## config.mk

```make
export PLATFORM = sky130hd
export DESIGN_NAME = intr_ctrl
export DESIGN_NICKNAME = d
export VERILOG_FILES = /design/src/rtl/intr_ctrl_pkg.sv /design/src/rtl/intr_pending.sv /design/src/rtl/intr_ctrl.sv
export SDC_FILE = /design/constraint.sdc
export NUM_CORES = 1
export LEC_CHECK = 0
export ABC_AREA = 1
export BUFFER_PORTS_ARGS = -buffer_cell sky130_fd_sc_hd__buf_2
export CORE_MARGIN = 3
export CORE_UTILIZATION = 35
export DETAILED_ROUTE_END_ITERATION = 16
export MAX_ROUTING_LAYER = met4
export SKIP_LAST_GASP = 1
export SLEW_MARGIN = 0
export SYNTH_ARGS = -nofsm -noshare
export SYNTH_HDL_FRONTEND = slang
export SYNTH_SLANG_ARGS = --single-unit
```

## constraint.sdc

```tcl
create_clock -name clk -period 2.62 [get_ports clk]
set_input_delay 0.262 -clock clk [delete_from_list [all_inputs] [get_ports clk]]
set_output_delay 0.262 -clock clk [all_outputs]
set_load 0.005 [all_outputs]
```

## src/rtl/intr_ctrl_pkg.sv

```systemverilog
// Shared definitions for the interrupt controller: FSM state encoding,
// PC select codes and the default handler entry address.
package intr_ctrl_pkg;

    localparam int unsigned ADDR_W  = 32;
    localparam int unsigned CAUSE_W = 3;
    localparam int unsigned PCSEL_W = 2;

    typedef enum logic [1:0] {
        ST_RUN  = 2'b00,
        ST_TAKE = 2'b01,
        ST_ISR  = 2'b10,
        ST_RET  = 2'b11
    } state_e;

    localparam logic [PCSEL_W-1:0] PC_NORM = 2'b00;
    localparam logic [PCSEL_W-1:0] PC_HNDL = 2'b01;
    localparam logic [PCSEL_W-1:0] PC_EPC  = 2'b10;

    localparam logic [ADDR_W-1:0] DEF_HANDLER_ADDR = 32'h0000_0080;

endpackage

```

## src/rtl/intr_pending.sv

```systemverilog
// Edge detection, pending latches and fixed-priority (lowest index) selection
// of interrupt sources.
module intr_pending
    import intr_ctrl_pkg::*;
#(
    parameter int unsigned NUM_SRC = 4
) (
    input  logic               clk,
    input  logic               rst,
    input  logic [NUM_SRC-1:0] int_req,
    input  logic [NUM_SRC-1:0] ack,
    output logic               any_pend,
    output logic [CAUSE_W-1:0] winner,
    output logic [NUM_SRC-1:0] winner_onehot
);

    logic [NUM_SRC-1:0] prev_q, prev_d;
    logic [NUM_SRC-1:0] pend_q, pend_d;

    // A new rising edge outranks the acknowledge landing in the same cycle.
    always_comb begin
        prev_d = int_req;
        pend_d = (pend_q & ~ack) | (int_req & ~prev_q);
    end

    always_ff @(posedge clk or posedge rst) begin
        if (rst) begin
            prev_q <= '0;
            pend_q <= '0;
        end else begin
            prev_q <= prev_d;
            pend_q <= pend_d;
        end
    end

    // Scan from the top so the lowest pending index is the last one written.
    always_comb begin
        any_pend      = |pend_q;
        winner        = '0;
        winner_onehot = '0;
        for (int i = int'(NUM_SRC) - 1; i >= 0; i--) begin
            if (pend_q[i]) begin
                winner           = CAUSE_W'(i);
                winner_onehot    = '0;
                winner_onehot[i] = 1'b1;
            end
        end
    end

endmodule

```

## src/rtl/intr_ctrl.sv

```systemverilog
// Interrupt controller: takes pending interrupts when the pipeline can be
// redirected, flushes IF/ID + ID/EX, steers the PC to the handler or back to EPC.
module intr_ctrl
    import intr_ctrl_pkg::*;
#(
    parameter int unsigned       NUM_SRC      = 4,
    parameter logic [ADDR_W-1:0] HANDLER_ADDR = DEF_HANDLER_ADDR
) (
    input  logic               clk,
    input  logic               rst,
    input  logic [NUM_SRC-1:0] IntReq_i,
    input  logic               Eret_i,
    input  logic               Safe_i,
    input  logic [ADDR_W-1:0]  EpcCand_i,
    output logic               Cancel_o,
    output logic [PCSEL_W-1:0] PCSel_o,
    output logic [ADDR_W-1:0]  Target_o,
    output logic [NUM_SRC-1:0] IntAck_o,
    output logic [ADDR_W-1:0]  Epc_o,
    output logic [CAUSE_W-1:0] Cause_o,
    output logic               IE_o
);

    state_e               state_q, state_d;
    logic [ADDR_W-1:0]    epc_q, epc_d;
    logic [CAUSE_W-1:0]   cause_q, cause_d;
    logic [NUM_SRC-1:0]   ack_q, ack_d;
    logic                 cancel_q, cancel_d;
    logic [PCSEL_W-1:0]   pcsel_q, pcsel_d;
    logic [ADDR_W-1:0]    target_q, target_d;
    logic                 ie_q, ie_d;

    logic                 any_pend;
    logic [CAUSE_W-1:0]   winner;
    logic [NUM_SRC-1:0]   winner_onehot;

    intr_pending #(
        .NUM_SRC (NUM_SRC)
    ) u_pending (
        .clk           (clk),
        .rst           (rst),
        .int_req       (IntReq_i),
        .ack           (ack_q),
        .any_pend      (any_pend),
        .winner        (winner),
        .winner_onehot (winner_onehot)
    );

    // Next state plus registered Moore outputs decoded from the next state.
    always_comb begin
        state_d  = state_q;
        epc_d    = epc_q;
        cause_d  = cause_q;
        ack_d    = '0;
        cancel_d = 1'b0;
        pcsel_d  = PC_NORM;
        target_d = '0;
        ie_d     = 1'b1;

        case (state_q)
            ST_RUN: begin
                if (any_pend && Safe_i) begin
                    state_d = ST_TAKE;
                    epc_d   = EpcCand_i;
                    cause_d = winner;
                    ack_d   = winner_onehot;
                end
            end
            ST_TAKE: state_d = ST_ISR;
            ST_ISR: begin
                if (Eret_i && Safe_i) begin
                    state_d = ST_RET;
                end
            end
            ST_RET:  state_d = ST_RUN;
            default: state_d = ST_RUN;
        endcase

        case (state_d)
            ST_TAKE: begin
                cancel_d = 1'b1;
                pcsel_d  = PC_HNDL;
                target_d = HANDLER_ADDR;
            end
            ST_ISR: begin
                ie_d = 1'b0;
            end
            ST_RET: begin
                cancel_d = 1'b1;
                pcsel_d  = PC_EPC;
                target_d = epc_d;
                ie_d     = 1'b0;
            end
            default: ;
        endcase
    end

    always_ff @(posedge clk or posedge rst) begin
        if (rst) begin
            state_q  <= ST_RUN;
            epc_q    <= '0;
            cause_q  <= '0;
            ack_q    <= '0;
            cancel_q <= 1'b0;
            pcsel_q  <= PC_NORM;
            target_q <= '0;
            ie_q     <= 1'b1;
        end else begin
            state_q  <= state_d;
            epc_q    <= epc_d;
            cause_q  <= cause_d;
            ack_q    <= ack_d;
            cancel_q <= cancel_d;
            pcsel_q  <= pcsel_d;
            target_q <= target_d;
            ie_q     <= ie_d;
        end
    end

    assign Cancel_o = cancel_q;
    assign PCSel_o  = pcsel_q;
    assign Target_o = target_q;
    assign IntAck_o = ack_q;
    assign Epc_o    = epc_q;
    assign Cause_o  = cause_q;
    assign IE_o     = ie_q;

endmodule
```

# Word level (Yosys, flattened, before mapping)

Index checks and enable logic that the tools add are counted.
Widths: inputs -> output; s select.

Register bits after elaboration: 85
Logic and storage cells: 47

Equal/unequal tests: 6
Muxes and demuxes: 19
Bitwise gates (word level): 5
Reduce and logical (&&, ||, !) cells: 7

Operators with widths:

| kind               | number |
|---|---|
| $mux 32            | 2 |
| $pmux 32 s2        | 1 |
| $mux 4             | 6 |
| $mux 2             | 6 |
| $and 4x4->4        | 2 |
| $eq 2x2->1 const B | 4 |
| $not 4->4          | 2 |
| $pmux 2 s4         | 1 |
| $eq 2x1->1 const B | 2 |
| $or 4x4->4         | 1 |
| $pmux 2 s2         | 1 |
| $reduce_or 2->1    | 2 |
| $reduce_or 4->1    | 1 |
| $logic_and 1x1->1  | 2 |
| $logic_not 2->1    | 1 |
| $mux 1             | 2 |
| $reduce_and 2->1   | 1 |

# Longest topological paths before layout

Gate-level depths: netlist of the first run.

Depth after elaboration: 7
Mapped depth: 9
Depth with buffers taken out: 9

# By module

From an unflattened synthesis of the first run, not the netlist that was laid out.

Cell total of the unflattened synthesis: 327
Area total of the unflattened synthesis: 3323.2 sq um

By module, submodules not included:

| module       | times used | cells each | area an instance (sq um) |
|---|---|---|---|
| intr_ctrl    | 1          | 288        | 2985.4 |
| intr_pending | 1          | 39         | 337.8 |

# Worst setup path after synthesis of the first run

No wires, ideal clock.

Path kind: register to register
Start point: register state_q[0]
End point: register target_q[12], in the netlist Target_o[12]
Setup time: 0.121 ns
Arrival: 1.231 ns
Slack: 1.268 ns
Stages on the path, launching flop included: 8
Period minus slack after synthesis: 1.352 ns
Path through: dfrtp_1 > inv_1 > ha_1 > nand3_2 > buf_6 > buf_6 > o21ai_1 > nor2_1

Word-level cells in the longest chain between the ends: 4
Elaborated cells on any way between the ends: 11
Classes of those cells: 5 x eq/ne; 5 x mux; 1 x reduce/logical

RTL lines:

| element                                  | line             | text |
|---|---|---|
| start, declared                          | intr_ctrl.sv:24  | `state_e state_q, state_d;` |
| start signal, assigned                   | intr_ctrl.sv:109 | `state_q <= state_d;` |
| $eq 2x2->1, or another cell as far along | intr_ctrl.sv:60  | `case (state_q)` |
| $pmux 2 s4                               | intr_ctrl.sv:60  |  |
| $eq 2x2->1 or $eq 2x1->1 (tied branches) | intr_ctrl.sv:79  | `case (state_d)` |
| $pmux 32 s2 (*)                          | intr_ctrl.sv:79  |  |
| named net target_d[12]                   | intr_ctrl.sv:30  | `logic [ADDR_W-1:0] target_q, target_d;` |
| end signal, assigned                     | intr_ctrl.sv:115 | `target_q <= target_d;` |
| end, declared                            | intr_ctrl.sv:30  |  |

Mark *: on every way through the listed nets, which the timed path passes. The rest lies on a longest branch.
A chain may end at the register's enable or synchronous reset.

# Final worst setup path of the first run

Start point: register state_q[0]
End point: register target_q[14], in the netlist Target_o[14]

The elaborated chain is that of the path after synthesis.

==> results of run 1 <==
==> flip-flops by register name, summed over array words and instances (netlist names) <==
name and flops:
Cause_o 2, u_pending.prev_q 4, IE_o 1, Epc_o 32, state_q 2, PCSel_o 2
Cancel_o 1, u_pending.pend_q 4, Target_o 32, IntAck_o 4
==> cells in the final DEF, fill, tap and decap left out, drive strengths merged, types with 4 or more instances in the layout <==
cell / Yosys / final
nand2: 58 / 58
inv: 89 / 88
clkbuf: 2 / 10
nand4: 12 / 12
buf: 11 / 117
o22ai: 4 / 4
nor2: 36 / 36
dfrtp: 83 / 83
o21ai: 23 / 23
==> worst paths after layout <==
check                                     from                   to  slack [ps]
hold / removal                             rst             Epc_o[8]          20
min in group clk                   IntReq_i[1]  u_pending.prev_q[1]          50
hold reg to reg            u_pending.prev_q[1]  u_pending.pend_q[1]         420
setup / recovery                    state_q[0]         Target_o[14]         810
max in group asynchronous                  rst                 IE_o        1880
setup reg to reg                    state_q[0]         Target_o[14]         810
==> metrics by stage <==
stage	area, sq um	cells	hold slack, ps
after global routing	4030	552	30.9
after floorplan	3170	327	293
after detailed placement	3850	539	391
after global placement	3850	539	384
after CTS	4030	552	27.0
final	4030	552	19.0
==> cells by family after synthesis <==
family,after synthesis,synth area share
other,1,0.00118
AOI/OAI and AO/OA,27,0.0442
buffers and inverters,102,0.132
adders and majority gates,3,0.0118
DFF,84,0.664
and+or+nand+nor,110,0.147
==> per-layer routing <==
| layer | part of all wire | track usage |
|---|---|---|
| met1 | 0.42 | 0.165 |
| met2 | 0.49 | 0.232 |
| met3 | 0.080 | 0.0413 |
| met4 | 0.0061 | 0.0491 |
| met5 | 0 | - |
==> area by class of cell <==
cell class,instances,area (sq um)
well taps,108,135
repair buffers,117,633
flip-flops and latches,84,2100
multi-input cells,141,647
clock inverters,3,40.0
inverters,89,335
clock buffers,10,138
fillers,875,4730
==> worst reg2reg max path, stage by stage (launching register included) <==
cell	delay [ps]
dfrtp_1	380
inv_1	140
ha_1	210
nand3_2	330
buf_12	310
o21ai_0	260
nor2_1	70
==> power by group through the flow <==
stage	Clock [mW]	Sequential, mW	Combinational (mW)
6_report	0.853	1.93	1.61
5_1_grt	0.953	1.97	1.90
3_3_place_gp	0	1.95	1.62
2_1_floorplan	0	1.99	0.917
4_1_cts	0.885	1.94	1.67
3_5_place_dp	0	1.96	1.66
==> summary.md, run 1 <==
| Metric | Value |
|---|---|
| Sink count of the clock tree | 84 |
| Share of the yosys chip area belonging to registers | 0.664 |
| Post-synthesis register bit count | between 80 and 90 |
| Via density per instance | roughly 4.3 |
| Ordered cell list for the critical path | inv_1 > ha_1 > nand3_2 > buf_12 > o21ai_0 > nor2_1 |
| Post-synthesis cell type with the largest combined area | dfrtp_1 |
| Sum of internal, switching and leakage power | between 4 and 5 mW |
| Total track usage | 0.141 |
| Pins over their slew limit | 0 |
| Cell internal pwr | between 2 and 3 mW |
| Initial Util | 0.362 |
| Via count of the first global-routing pass | 2,371 |
| Total CTS buffers | 9 |
| Hold-fix buffers, CTS | 0 |
| Number of antenna violations at the first check in global routing | 0 |
| Cell count after synthesis | ~330 |
| Post-Route Skew | between 6 and 7 ps |
| Port Buffer Count | roughly 110 |
| Core box area | slightly below 0.009 sq mm |
| Share of synthesized registers carrying an async set or reset | 1.00 |
| Net Sw Frac | 0.350 |
| Share of total power in combinational logic | 0.366 |
| Highest clock rate | around 550 MHz |
| Slowest stage delay, CP | 380 ps |
| Aggregate global routing overflow | 0 |
| Synth area leaders | dfrtp_1 (66%), inv_1 (11%), nand2_1 (6.8%) |
| Slowest library cell on the worst path | dfrtp_1 |
| DRC violation total after the first TritonRoute iteration | 76 |
| Period utilisation layout | 0.691 |
| HPWL after detailed placement | ~5000 microns |
| Router iterations before antenna repair | 4 |
| Post-CTS setup buffer count | 0 |
| Count of pins on the block boundary | between 100 and 150 |
| Most instantiated library cell after synthesis | inv_1 |
| Class of the most critical hold timing path | in -> async |
| Fraction of layout cells with a size suffix above 1 | 0.306 |
| Post-synth top area share | 0.655 |
| Antenna-violating nets left | 0 |
| Data arrival time at the worst-slack endpoint | a little over 2000 ps |
| Post-route worst setup slack | 810 ps |
| Final hold viol count | 0 |
| Leading post-synthesis cells by instance count | inv_1 (89), dfrtp_1 (83), nand2_1 (57) |
| Wire length per cell | around 12 microns |
| Maximum vdd ir drop | about 0.00046 V |
| Critical path buffers and inverters | 2 |
| Final core utilization | 0.460 |
| Static Leak | between 2 and 2.5 nW |
| Mapped Area | 0.00317 sq mm |
| Number of buffers on the longest clock path | 2 |
| Number of cell rows | 34 |
| Worst slack at placement | between 800 and 900 ps |
| Critical Path End Type | flop |
| Number of diodes added for antenna fixing | 0 |
| Clock-pin slew reported for the worst setup and hold paths after clock tree synthesis | ~70 ps |
| Area grow syn2layout | 27.2% |
| Reported net switching power | around 1.5 mW |
| Total wire length after detailed routing | about 6800 microns |
| Status | finished, final reports clean |
| Setup repair after global routing missed its margin | false |
| Final critical delay including setup and external delays | roughly 1800 ps |
| Least-Margin Pin Slew | 720 ps |
| Maximum Capacitance Violations | 0 |
| Cell chosen for the clock root | clkbuf_8 |
| Pin count of the biggest net entering global routing | 44 |
| Classification of the worst setup path | reg -> reg |
| Clock latency on the worst-skew pair | about 330 ps |
| Post-layout nets | between 400 and 500 |
| Max_slew headroom | 0.519 |
| Highest net fanout along the worst path | 43 |
| Required time of the critical path | about 2800 ps |
| DRC Markers | 0 |
| Distinct cells, synth | 21 |
| Final total negative setup slack | 0 ps |
| Nets in the synthesized netlist | 370 |
| Power per cell area | 1090 mW/mm^2 |
| Setup-violating endpoint count in the final report | 0 |
| Final Wtd Congestion | around 0.72 |
| CP delay by family, top | buffers and inverters |
| Share of power burned in the clock network | 0.194 |
| Post-synth EDFFs | 0 |
| DIE WIDTH | just over 100 microns |
| Number of logic stages on the critical path including buffering | 6 |
| CTS tree | done |
| Clock H-tree levels | 3 |
| Wire length of the first global-routing pass | 11,000 microns |
| Total number of yosys warnings | 0 |
| Avg Inst Size Synth | between 9 and 10 sq um |
| Launching element type of the critical path | flop |
| Overall via count from detail_route | between 2,000 and 2,500 |
| Reg power frac | 0.439 |
| Post_cts resized | 0 |
| Die ar. | between 0.01 and 0.015 sq mm |
| Top flip-flop cell by instance count after synthesis | dfrtp_1 |
| Y dimension of the die | 101 microns |
| Number of cells traversed by the worst register-to-register path | 6 |
Power figures use the tool's default switching activity.
==> inputs of run 2 (changes only) <==
- ABC_AREA: 1 -> 0
- clock period: 2.62 -> 1.9 ns (I/O delays scaled with it)
==> run 2 against run 1 <==
Effect of this change:
- combinational power increased by 51%
- sequential share of layout area decreased by 2.6 points
- flip-flop and latch count unchanged
- setup slack got worse by 690 ps
- clock skew increased by 6.4 ps
- clock power increased by 82%
- non-clock buffer count increased by 18
- cell area increased by 5.2%
- count of clock-buffer cells in the layout increased by 1
- via count increased by 9.3%
- area after synthesis increased by 2.4%
- hold slack improved by 64 ps
- critical endpoint is now Target_o[9]
==> summary.md, run 2 <==
| Metric | Value |
|---|---|
| Status | finished, final reports clean |
| Clock latency on the worst-skew pair | 350 ps |
| Initial Util | 0.367 |
| Avg Inst Size Synth | around 12 sq um |
| Setup-violating endpoint count in the final report | 0 |
| Number of diodes added for antenna fixing | 0 |
| Post-synth EDFFs | 0 |
| Post-Route Skew | between 10 and 15 ps |
| Setup repair after global routing missed its margin | false |
| Antenna-violating nets left | 0 |
| Highest net fanout along the worst path | 14 |
| Final critical delay including setup and external delays | around 1800 ps |
| Total track usage | 0.161 |
| Required time of the critical path | 2140 ps |
| Top flip-flop cell by instance count after synthesis | dfrtp_1 |
| Worst reg-to-reg setup slack | 120 ps |
| Post-layout nets | around 440 |
| Class of the most critical hold timing path | in -> reg |
| Y dimension of the die | between 100 and 150 microns |
| Final Wtd Congestion | about 0.76 |
| Post-synthesis register bit count | 84 |
| Aggregate global routing overflow | 0 |
| Total wire length after detailed routing | 7940 microns |
| Worst slack at placement | about 190 ps |
| Period utilisation layout | 0.935 |
| Distinct cells, synth | 33 |
| Total number of yosys warnings | 0 |
| DRC violation total after the first TritonRoute iteration | 105 |
| Endpoint of the worst-slack reg-to-reg timing path | Target_o[9] |
| Sink count of the clock tree | 84 |
| Worst Hold Launch | EpcCand_i[18] |
| Wire length of the first global-routing pass | 12,700 microns |
| Core box area | about 0.0088 sq mm |
| Area used by multi-input combinational logic | approximately 920 sq um |
| Wire length per cell | between 15 and 20 microns |
| Post-route cell area | 0.00424 sq mm |
| Sum of internal, switching and leakage power | 6.68 mW |
| Post-synth top area share | 0.640 |
| Highest clock rate | ~560 MHz |
| Leading cell type in the layout, fill and taps excluded | buf_2 |
| Cell chosen for the clock root | clkbuf_8 |
| Share of the yosys chip area belonging to registers | 0.648 |
| CTS tree | done |
| Number of cell rows | 34 |
| Post-Place Cell Area | roughly 0.004 sq mm |
| Worst Hold Path Cells | 3 |
| Critical Path End Type | flop |
| Hold-critical path endpoint | Epc_o[18] |
| Worst Hold Slack | about 83 ps |
| Final total negative setup slack | 0 ps |
| Cell count after synthesis | 278 |
| Count of pins on the block boundary | roughly 120 |
| DRC Markers | 0 |
| Router iterations before antenna repair | 6 |
| Cell count after placement | a little under 500 |
| Classification of the worst setup path | reg -> reg |
| Clock H-tree levels | 3 |
| Clock-pin slew reported for the worst setup and hold paths after clock tree synthesis | about 90 ps |
| Number of antenna violations at the first check in global routing | 0 |
| DIE WIDTH | 102 microns |
| Pins over their slew limit | 0 |
| Leading post-synthesis cells by instance count | dfrtp_1 (83), nand2_1 (32), o21ai_0 (32) |
| Post-synthesis cell type with the largest combined area | dfrtp_1 |
| Post-Layout Cell Count | approximately 500 |
| Fraction of layout cells with a size suffix above 1 | 0.387 |
| Layout filler cell count | between 800 and 900 |
| Maximum vdd ir drop | approximately 0.0009 V |
| Share of synthesized registers carrying an async set or reset | 1.00 |
| Post_cts resized | 0 |
| Area grow syn2layout | 30.7% |
| Final core utilization | 0.479 |
| Via count of the first global-routing pass | 2,603 |
| Number of buffers on the longest clock path | 2 |
| Port Buffer Count | 113 |
| Die ar. | around 0.010 sq mm |
| Post-route worst setup slack | 123 ps |
| Maximum Capacitance Violations | 0 |
| Final hold viol count | 0 |
| Data arrival time at the worst-slack endpoint | slightly above 2000 ps |
| Total CTS buffers | 9 |
| Nets in the synthesized netlist | around 320 |
| Launching element type of the critical path | flop |
| Power per cell area | ~1600 mW/mm^2 |
| HPWL after detailed placement | 5620 microns |
| Overall via count from detail_route | ~2,600 |
| Combined flip-flop and latch cell area | approximately 0.0021 sq mm |
| Mapped Area | between 0.003 and 0.004 sq mm |
| Synth area leaders | dfrtp_1 (64%), a211oi_1 (6.2%), o21ai_0 (4.9%) |
| Via density per instance | around 5 |
| Number of cells traversed by the worst register-to-register path | 6 |
| Pin count of the biggest net entering global routing | 67 |
| Startpoint of the worst-slack reg-to-reg timing path | state_q[0] |
| Static Leak | around 2.2 nW |
| Most instantiated library cell after synthesis | dfrtp_1 |
| Commonest cells after routing, fill and taps aside | buf_2 (113), dfrtp_1 (83), nand2_1 (32), o21ai_0 (32), nand3_1 (31) |
-- run 2: changes by cell type after synthesis, moves of 3 or more --
cell,before,now
a211oi_1,0,27
nand3_1,1,31
inv_1,89,14
o21ai_1,6,3
buf_6,3,8
a211oi_2,0,4
clkbuf_1,1,7
nand2_1,57,32
buf_2,7,3
nand4_1,12,0
nor2_1,34,4
o21ai_0,17,32
-- run 2: repair_timing --
action | in CTS | in global routing
hold buffers | 5 | 0
setup buffers | 0 | 0
hold endpoints to repair | 21 | 0
setup endpoints to repair | 0 | 0
-- run 2: final cells by class --
cell class                 instances  share of cell area
tap                              108              0.0319
inverter                          15              0.0142
clock inverter                     5              0.0254
clock buffer                      11              0.0334
sequential                        84               0.496
multi-input combinational        156               0.218
timing repair buffer             135               0.181
-- run 2: kinds of logic (layout without fill, tap and decap cells) --
kind of cell | Yosys count | after routing | share of synthesized area
buffers and inverters | 38 | 166 | 0.0671
adders and majority gates | 3 | 3 | 0.0116
AOI/OAI and AO/OA | 75 | 75 | 0.156
other | 1 | 1 | 0.00116
DFF | 84 | 84 | 0.648
and+or+nand+nor | 76 | 76 | 0.113
muxes | 1 | 1 | 0.00347
-- run 2: worst max path at each step --
stage / startpoint / to / cells after the start
2_1_floorplan: state_q[0] / Target_o[11] / 7
3_3_place_gp: state_q[0] / Target_o[15] / 6
3_5_place_dp: state_q[0] / Target_o[13] / 6
4_1_cts: state_q[0] / Target_o[9] / 6
5_1_grt: state_q[0] / Target_o[9] / 6
6_report: state_q[0] / Target_o[9] / 6
-- run 2: metal layers --
metal / track usage / up-vias / wire (microns)
met4: 0.0373 / 0 / 34
met1: 0.203 / 1258 / 3480
li1: - / 1218 / -
met2: 0.254 / 91 / 3850
met5: - / - / 0
met3: 0.0498 / 4 / 571
-- run 2: report_power, final --
| group | internal (mW) | total, mW | switching [mW] |
|---|---|---|---|
| Sequential | 2.42 | 2.70 | 0.280 |
| Clock | 0.920 | 1.55 | 0.633 |
| Combinational | 0.992 | 2.43 | 1.43 |
| Total | 4.33 | 6.68 | 2.35 |
-- run 2: worst max-delay path: stages (launching register included) --
cell and delay [ps]:
dfrtp_1 350, inv_1 90, ha_1 230, nor2b_1 130, a221o_1 390, buf_4 220
a211oi_1 270
